<file path="src/rtl/ram_dist_sp.sv">
// Single-port distributed RAM with a self-sequencing clear engine.
// Selectable active clock edge, optional registered read port with READ_FIRST/WRITE_FIRST.
module ram_dist_sp #(
    parameter int               WIDTH     = 1,
    parameter int               ADDR_W    = 6,
    parameter logic [WIDTH-1:0] INIT_WORD = '0,
    parameter int               CLK_INV   = 1,
    parameter int               OUT_REG   = 0,
    parameter int               WR_MODE   = 0
) (
    input  logic              WCLK,
    input  logic              RST,
    input  logic [ADDR_W-1:0] A,
    input  logic [WIDTH-1:0]  D,
    input  logic              WE,
    input  logic              CLR,
    output logic [WIDTH-1:0]  O,
    output logic              BUSY
);

    localparam int DEPTH = 2 ** ADDR_W;

    typedef enum logic {
        CLEAR = 1'b0,
        IDLE  = 1'b1
    } state_t;

    logic              clk_act;
    state_t            state_reg;
    state_t            state_next;
    logic [ADDR_W-1:0] cnt_reg;
    logic [ADDR_W-1:0] cnt_next;
    logic              wr_en;
    logic [ADDR_W-1:0] wr_addr;
    logic [WIDTH-1:0]  wr_data;
    logic [WIDTH-1:0]  mem [DEPTH];

    // Every sequential element runs on this one net, so the edge choice lives in one place.
    generate
        if (CLK_INV != 0) begin : g_clk_fall
            assign clk_act = ~WCLK;
        end else begin : g_clk_rise
            assign clk_act = WCLK;
        end
    endgenerate

    always_ff @(posedge clk_act or posedge RST) begin
        if (RST) begin
            state_reg <= CLEAR;
            cnt_reg   <= '0;
        end else begin
            state_reg <= state_next;
            cnt_reg   <= cnt_next;
        end
    end

    always_comb begin
        state_next = state_reg;
        cnt_next   = cnt_reg;
        wr_en      = 1'b0;
        wr_addr    = A;
        wr_data    = D;
        case (state_reg)
            CLEAR: begin
                wr_en    = 1'b1;
                wr_addr  = cnt_reg;
                wr_data  = INIT_WORD;
                cnt_next = cnt_reg + ADDR_W'(1);
                if (&cnt_reg) begin
                    state_next = IDLE;
                end
            end
            IDLE: begin
                // A clear request wins over a coincident user write.
                if (CLR) begin
                    state_next = CLEAR;
                    cnt_next   = '0;
                end else if (WE) begin
                    wr_en = 1'b1;
                end
            end
            default: begin
                state_next = CLEAR;
                cnt_next   = '0;
            end
        endcase
    end

    always_ff @(posedge clk_act) begin
        if (wr_en) begin
            mem[wr_addr] <= wr_data;
        end
    end

    assign BUSY = (state_reg == CLEAR);

    generate
        if (OUT_REG != 0) begin : g_oreg
            logic [WIDTH-1:0] o_reg;

            // Read port freezes while the clear engine owns the array.
            always_ff @(posedge clk_act or posedge RST) begin
                if (RST) begin
                    o_reg <= '0;
                end else if (state_reg == IDLE) begin
                    if (WE && (WR_MODE != 0)) begin
                        o_reg <= D;
                    end else begin
                        o_reg <= mem[A];
                    end
                end
            end

            assign O = o_reg;
        end else begin : g_oasync
            assign O = mem[A];
        end
    endgenerate

endmodule

</file>
<file path="config.mk">
export PLATFORM = sky130hd
export DESIGN_NAME = ram_dist_sp
export DESIGN_NICKNAME = d
export VERILOG_FILES = /design/src/rtl/ram_dist_sp.sv
export SDC_FILE = /design/constraint.sdc
export NUM_CORES = 1
export LEC_CHECK = 0
export ABC_AREA = 1
export BUFFER_PORTS_ARGS = -buffer_cell sky130_fd_sc_hd__buf_2
export CORE_MARGIN = 2
export CORE_UTILIZATION = 61
export DETAILED_ROUTE_END_ITERATION = 10
export PLACE_DENSITY = 0.88
export SLEW_MARGIN = 20
export SYNTH_ARGS = -nofsm -noshare
export SYNTH_HDL_FRONTEND = slang
export SYNTH_SLANG_ARGS = --single-unit
</file>
<file path="constraint.sdc">
create_clock -name WCLK -period 2.75 [get_ports WCLK]
set_clock_uncertainty 0.1 [all_clocks]
set_input_delay 0.55 -clock WCLK [delete_from_list [all_inputs] [get_ports WCLK]]
set_output_delay 0.55 -clock WCLK [all_outputs]
set_load 0.01 [all_outputs]
</file>
==> results of run 1 <==
-- synthesized netlist by cell type, drive strengths merged --
| cell | number | area (um^2) |
|---|---|---|
| ha | 1 | 12.5 |
| o21ai | 6 | 45.0 |
| edfxtp | 64 | 1920 |
| nand3 | 59 | 295 |
| a21oi | 2 | 32.5 |
| o22ai | 2 | 12.5 |
| nand3b | 1 | 7.51 |
| buf | 13 | 78.8 |
| xor2 | 1 | 8.76 |
| dfrtn | 7 | 175 |
| nor2 | 69 | 264 |
| inv | 23 | 86.3 |
| nand4 | 8 | 109 |
| xnor2 | 1 | 8.76 |
| mux2 | 1 | 11.3 |
| nand2 | 106 | 405 |
-- kinds of logic after synthesis --
| logic type | count (synthesis) |
|---|---|
| buf+inv | 36 |
| fa+ha+maj | 1 |
| mux | 1 |
| flops | 71 |
| xor+xnor | 2 |
| simple gates | 243 |
| compound gates | 10 |
-- through the flow --
stage                     worst slack (ns)  area (um^2)
after floorplan                     -0.316         3610
after global placement              -0.466         3840
after CTS                           -0.829         4790
after detailed placement            -0.528         3840
-- repair_timing --
| action | in CTS |
|---|---|
| gates resized for setup | 130 |
| setup endpoints to repair | 66 |
| buffers inserted | 6 |
| pin swaps | 26 |
| endpoints found under the hold margin | 0 |
==> impl_results.html, run 1 <==
<table>
<tr><th>Metric</th><th>Value</th></tr>
<tr><th colspan="2">Clocking</th></tr>
<tr><td>Hold Buf Count CTS</td><td>0</td></tr>
<tr><td>Longest Clk Path Bufs</td><td>2</td></tr>
<tr><td>Clock root buffer</td><td>clkbuf_8</td></tr>
<tr><td>Count of H-tree levels built during CTS</td><td>3</td></tr>
<tr><td>Clock sink count</td><td>71</td></tr>
<tr><td>Total CTS buffers</td><td>9</td></tr>
<tr><th colspan="2">Synth</th></tr>
<tr><td>Synth Net Count</td><td>376</td></tr>
<tr><td>Adder and majority gate portion of the synthesized area</td><td>0.00360</td></tr>
<tr><td>Count of mapped cells out of synthesis</td><td>364</td></tr>
<tr><td>Area of the mapped netlist</td><td>3470 um^2</td></tr>
<tr><td>Simple-gate share of the synthesized area</td><td>0.311</td></tr>
<tr><td>Proportion of synthesized chip area in sequential cells</td><td>0.604</td></tr>
<tr><td>Synthesized-area fraction occupied by ao, oa, aoi and oai cells</td><td>0.0259</td></tr>
<tr><td>XOR/XNOR share of the synthesized area</td><td>0.00504</td></tr>
<tr><td>Main combinational cell family by area after synthesis</td><td>simple AND/OR/NAND/NOR gates</td></tr>
<tr><td>Distinct cells, synth</td><td>23</td></tr>
<tr><td>Post-Synthesis Mean Instance Area</td><td>9.55 um^2</td></tr>
<tr><td>Multiplexer area fraction after synthesis</td><td>0.00324</td></tr>
<tr><td>Synth Register Bits</td><td>71</td></tr>
<tr><td>Yosys Warn Count</td><td>0</td></tr>
<tr><th colspan="2">Die</th></tr>
<tr><td>Initial core utilization</td><td>0.631</td></tr>
<tr><td>Die H</td><td>79.5 um</td></tr>
<tr><td># IOs</td><td>13</td></tr>
<tr><td>Num rows</td><td>27</td></tr>
<tr><td>X dimension of the die</td><td>79.5 um</td></tr>
<tr><th colspan="2">Global routing</th></tr>
<tr><td>Maximum number of pins on one net before global-route repair</td><td>65</td></tr>
<tr><td>Antenna violations before repair</td><td>1</td></tr>
<tr><th colspan="2">STA</th></tr>
<tr><td>Worst-slack endpoint at the end of global-route timing repair</td><td>O</td></tr>
<tr><td>Worst EP kind</td><td>output port</td></tr>
<tr><th colspan="2">Placement</th></tr>
<tr><td>Final Wtd Congestion</td><td>0.795</td></tr>
<tr><td>Count of input and output buffers</td><td>12</td></tr>
<tr><td># placed instances</td><td>454</td></tr>
<tr><td>HPWL Detailed</td><td>5080 um</td></tr>
<tr><th colspan="2">Run status</th></tr>
<tr><td>Stop err</td><td>[ERROR DPL-0033] detailed placement checks failed during check placement.</td></tr>
<tr><td>Outcome</td><td>aborted with a tool error</td></tr>
<tr><td>Stage at which the flow ended</td><td>5_1_grt</td></tr>
</table>
==> inputs of run 2 (changes only) <==
--- a/config.mk
+++ b/config.mk
@@ -8,9 +8,9 @@
 export ABC_AREA = 1
 export BUFFER_PORTS_ARGS = -buffer_cell sky130_fd_sc_hd__buf_2
 export CORE_MARGIN = 2
-export CORE_UTILIZATION = 61
+export CORE_UTILIZATION = 40
 export DETAILED_ROUTE_END_ITERATION = 10
-export PLACE_DENSITY = 0.88
+export PLACE_DENSITY_LB_ADDON = 0.15
 export SLEW_MARGIN = 20
 export SYNTH_ARGS = -nofsm -noshare
 export SYNTH_HDL_FRONTEND = slang
==> impl_results.html, run 2 <==
<table>
<tr><th>Metric</th><th>Value</th></tr>
<tr><th colspan="2">Layout</th></tr>
<tr><td>Leading cell types in the layout, fill and taps excluded</td><td>85 x nand2_1, 72 x inv_1, 64 x edfxtp_1</td></tr>
<tr><td>Layout cells sized above 1</td><td>0.389</td></tr>
<tr><td>Footprint of the flip-flops and latches</td><td>2100 um^2</td></tr>
<tr><td>Most common cell after layout, fill and taps aside</td><td>nand2_1</td></tr>
<tr><td>Area occupied by multi-input gates</td><td>1840 um^2</td></tr>
<tr><td>Layout overhead on the synthesized area</td><td>47.6%</td></tr>
<tr><td>Antenna Diode Count</td><td>0</td></tr>
<tr><td>Number of filler cells placed in the layout</td><td>726</td></tr>
<tr><td>Max reg flops</td><td>64</td></tr>
<tr><td># nets final</td><td>482</td></tr>
<tr><th colspan="2">Global routing</th></tr>
<tr><td>Antenna violations before repair</td><td>0</td></tr>
<tr><td>Global route total overflow</td><td>0</td></tr>
<tr><td>Via count of the first global-routing pass</td><td>2926</td></tr>
<tr><td>Wire length of the first global-routing pass</td><td>14700 um</td></tr>
<tr><td>Global-route usage over all layers</td><td>0.204</td></tr>
<tr><td>Maximum number of pins on one net before global-route repair</td><td>65</td></tr>
<tr><th colspan="2">STA</th></tr>
<tr><td>Hold Vio Cnt, Final</td><td>0</td></tr>
<tr><td>Number of endpoints failing setup at the final stage</td><td>57</td></tr>
<tr><td>RSZ-0062 raised after global routing</td><td>true</td></tr>
<tr><td>Measured slew at the worst slew-check pin</td><td>0.589 ns</td></tr>
<tr><td>Post-Route Hold Slack</td><td>0.412 ns</td></tr>
<tr><td>Tightest slew margin relative to the limit</td><td>0.606</td></tr>
<tr><td>Final WS setup</td><td>-0.768 ns</td></tr>
<tr><td>Number of slew-limit violations in the final report</td><td>0</td></tr>
<tr><th colspan="2">Min path</th></tr>
<tr><td>Endpoint with the worst hold slack</td><td>cnt_reg[0]</td></tr>
<tr><td>Critical hold path startpoint</td><td>cnt_reg[0]</td></tr>
<tr><td>Hold path cells</td><td>1</td></tr>
<tr><td>Worst min path class</td><td>flop to flop</td></tr>
<tr><th colspan="2">Worst setup path</th></tr>
<tr><td>Crit-path max FO</td><td>1</td></tr>
<tr><td>Worst Path Buf+Inv</td><td>1</td></tr>
<tr><td>Worst setup path class</td><td>flop to output port</td></tr>
<tr><td>Worst-case register-to-register setup slack</td><td>0.55 ns</td></tr>
<tr><td>Crit-path cells</td><td>nand2_1, nand3_1, nand3_2, nand2_2, nand2_2, nand3_2, nand3_1, nand2_2, buf_6</td></tr>
<tr><td>WP data required</td><td>2.10 ns</td></tr>
<tr><td>CP max-delay cell</td><td>edfxtp_1</td></tr>
<tr><td>End of the worst register-to-register path</td><td>mem[18]</td></tr>
<tr><td>Sort of element at the start of the critical path</td><td>flop</td></tr>
<tr><td>Family of cells with the greatest summed delay on the critical path</td><td>simple AND/OR/NAND/NOR gates</td></tr>
<tr><td>Launch point of the worst reg-to-reg path</td><td>state_reg</td></tr>
<tr><td>Register-to-Register Path Depth</td><td>6</td></tr>
<tr><td>Total stage count of the critical path</td><td>9</td></tr>
<tr><td>Critical path endpoint category</td><td>output port</td></tr>
<tr><td>Dominant cell type by count on the critical path</td><td>nand2_2</td></tr>
<tr><td>Arrival time of data at the critical path endpoint</td><td>2.87 ns</td></tr>
<tr><td>Slowest stage delay, CP</td><td>0.35 ns</td></tr>
<tr><th colspan="2">Clocking</th></tr>
<tr><td>Hold Buf Count CTS</td><td>0</td></tr>
<tr><td>CTS tree</td><td>done</td></tr>
<tr><td>Count of H-tree levels built during CTS</td><td>3</td></tr>
<tr><td>Clock root buffer</td><td>clkbuf_8</td></tr>
<tr><td>Longest Clk Path Bufs</td><td>2</td></tr>
<tr><td>Clock sink count</td><td>71</td></tr>
<tr><td>Total CTS buffers</td><td>9</td></tr>
<tr><td>Clock network latency to the later pin of the worst-skew pair</td><td>0.34 ns</td></tr>
<tr><td>Clock transition at the register clock pins on the worst setup and hold paths after CTS</td><td>0.06 ns</td></tr>
<tr><th colspan="2">Placement</th></tr>
<tr><td>Pre-CTS WS</td><td>-0.519 ns</td></tr>
<tr><td>HPWL Detailed</td><td>5490 um</td></tr>
<tr><td>Final Wtd Congestion</td><td>0.828</td></tr>
<tr><td>Count of input and output buffers</td><td>12</td></tr>
<tr><th colspan="2">Routing</th></tr>
<tr><td>Vias after detailed routing</td><td>2929</td></tr>
<tr><td>Wire length reported by the detailed router</td><td>9630 um</td></tr>
<tr><td>Length of the first detailed-routing pass in iterations</td><td>4</td></tr>
<tr><td>DRC violations left</td><td>0</td></tr>
<tr><td>Number of nets with antenna violations after detailed routing</td><td>0</td></tr>
<tr><td>Number of design-rule violations left by the first detailed-router iteration</td><td>212</td></tr>
<tr><td>Drt wl/cell</td><td>16.5 um</td></tr>
<tr><td>Routed vias/inst</td><td>5.02</td></tr>
<tr><th colspan="2">Pwr</th></tr>
<tr><td>Reg power frac</td><td>0.297</td></tr>
<tr><td>Sw Share</td><td>0.449</td></tr>
<tr><td>Clk network pwr share</td><td>0.252</td></tr>
<tr><td>Switching power</td><td>2.15 mW</td></tr>
<tr><td>Comb pwr share</td><td>0.451</td></tr>
<tr><td>Static Leakage</td><td>2.09 nW</td></tr>
<tr><td>Internal Power</td><td>2.64 mW</td></tr>
<tr><td>Maximum resistive drop on vdd</td><td>0.369 mV</td></tr>
<tr><td>Areal power density over the cells</td><td>934 nW/um^2</td></tr>
<tr><th colspan="2">Synth</th></tr>
<tr><td>Dominant register cell in the synthesized netlist</td><td>edfxtp_1</td></tr>
<tr><td>Synth Net Count</td><td>376</td></tr>
<tr><td>Yosys Warn Count</td><td>0</td></tr>
<tr><td>Most frequent cell after synthesis</td><td>nand2_1</td></tr>
<tr><td>Distinct cells, synth</td><td>23</td></tr>
<tr><td>Largest area contributor in the synthesized netlist</td><td>edfxtp_1</td></tr>
<tr><td>Proportion of synthesized chip area in sequential cells</td><td>0.604</td></tr>
<tr><td>Top post-synthesis cells by count</td><td>105 x nand2_1, 67 x nor2_1, 64 x edfxtp_1</td></tr>
<tr><td>Async set-reset flop share out of synthesis</td><td>0.0986</td></tr>
<tr><td>Synth Register Bits</td><td>71</td></tr>
<tr><td>Area fraction of the dominant cell type after synthesis</td><td>0.553</td></tr>
<tr><td>Count of mapped cells out of synthesis</td><td>364</td></tr>
<tr><td>EDFF count, synth</td><td>64</td></tr>
<tr><td>Cells taking the most area after synthesis</td><td>edfxtp_1 55%, nand2_1 11%, nand3_1 8.5%, nor2_1 7.2%, dfrtn_1 5.0%</td></tr>
<tr><td>Area of the mapped netlist</td><td>3470 um^2</td></tr>
<tr><td>Post-Synthesis Mean Instance Area</td><td>9.55 um^2</td></tr>
<tr><th colspan="2">Die</th></tr>
<tr><td>Num rows</td><td>34</td></tr>
<tr><td>Die Footprint</td><td>9450 um^2</td></tr>
<tr><td>Die H</td><td>97.2 um</td></tr>
<tr><td>X dimension of the die</td><td>97.2 um</td></tr>
<tr><td>Initial core utilization</td><td>0.406</td></tr>
<tr><td>Core outline area</td><td>8550 um^2</td></tr>
<tr><td># IOs</td><td>13</td></tr>
<tr><th colspan="2">Run status</th></tr>
<tr><td>Violated checks</td><td>setup timing</td></tr>
<tr><td>Outcome</td><td>finished with violations</td></tr>
<tr><th colspan="2">Job</th></tr>
<tr><td>Number of max-cap violations</td><td>0</td></tr>
</table>
==> run 2: cell counts after synthesis <==
No cell type changed its count.
==> run 2: power by group through the flow <==
stage / registers, mW / logic, mW / clock network, mW
6_report: 1.42 / 2.16 / 1.21
5_1_grt: 1.43 / 2.29 / 1.37
4_1_cts: 1.42 / 1.60 / 1.22
3_5_place_dp: 1.43 / 1.20 / 0.141
3_3_place_gp: 1.43 / 1.19 / 0.141
2_1_floorplan: 1.40 / 0.842 / 0.141
==> run 2: cell type report <==
type                            instances  share of cell area
Multi-Input combinational cell        257               0.359
Clock inverter                         71              0.0605
Timing Repair Buffer                   45              0.0942
Clock buffer                            9              0.0242
Sequential cell                        71               0.409
Inverter                               22              0.0271
Tap cell                              108              0.0263
==> run 2: how the worst max path moves through the flow <==
stage	start	to	slack (ns)
detailed placement	CLR	mem[47]	-0.52
CTS	mem[61]	O	-0.76
floorplan	A[0]	mem[11]	-0.32
global placement	CLR	mem[55]	-0.53
global route	mem[50]	O	-0.86
finish	mem[51]	O	-0.77
==> run 2: routing by layer <==
metal / track usage / vias to the layer above / share of wire
li1: - / 1434 / -
met4: 0.106 / 0 / 0.016
met3: 0.0547 / 16 / 0.068
met2: 0.305 / 78 / 0.48
met5: 0 / - / 0
met1: 0.273 / 1401 / 0.43
==> run 2: timing repair <==
action | in CTS | in global routing
buffers inserted | 7 | 11
gates resized for setup | 96 | 89
pin swaps | 26 | 54
setup endpoints to repair | 66 | 64
==> run 2: through the flow <==
| step | cell area [um^2] | utilization | std cells | TNS (ns) | power [mW] |
|---|---|---|---|---|---|
| after CTS | 4630 | 0.541 | 572 | -2.40 | 4.24 |
| after floorplan | 3610 | - | 364 | -32.26 | 2.39 |
| after detailed placement | 3840 | 0.450 | 486 | -32.72 | 2.77 |
| final | 5130 | 0.600 | 583 | -3.38 | 4.79 |
| after global placement | 3840 | 0.450 | 486 | -32.40 | 2.76 |
| after global routing | 5130 | 0.600 | 583 | -4.69 | 5.09 |
==> run 2: kinds of logic (layout without fill, tap and decap cells) <==
group	after synthesis	in the layout	share of synthesized area
AO/OA/AOI/OAI	10	10	0.0259
XOR/XNOR	2	2	0.00504
adder cells (fa/ha/maj)	1	1	0.00360
buffers and inverters	36	147	0.0475
flip-flops	71	71	0.604
multiplexers	1	1	0.00324
AND/OR/NAND/NOR	243	243	0.311
No activity file was read; power rests on OpenSTA's default activity.
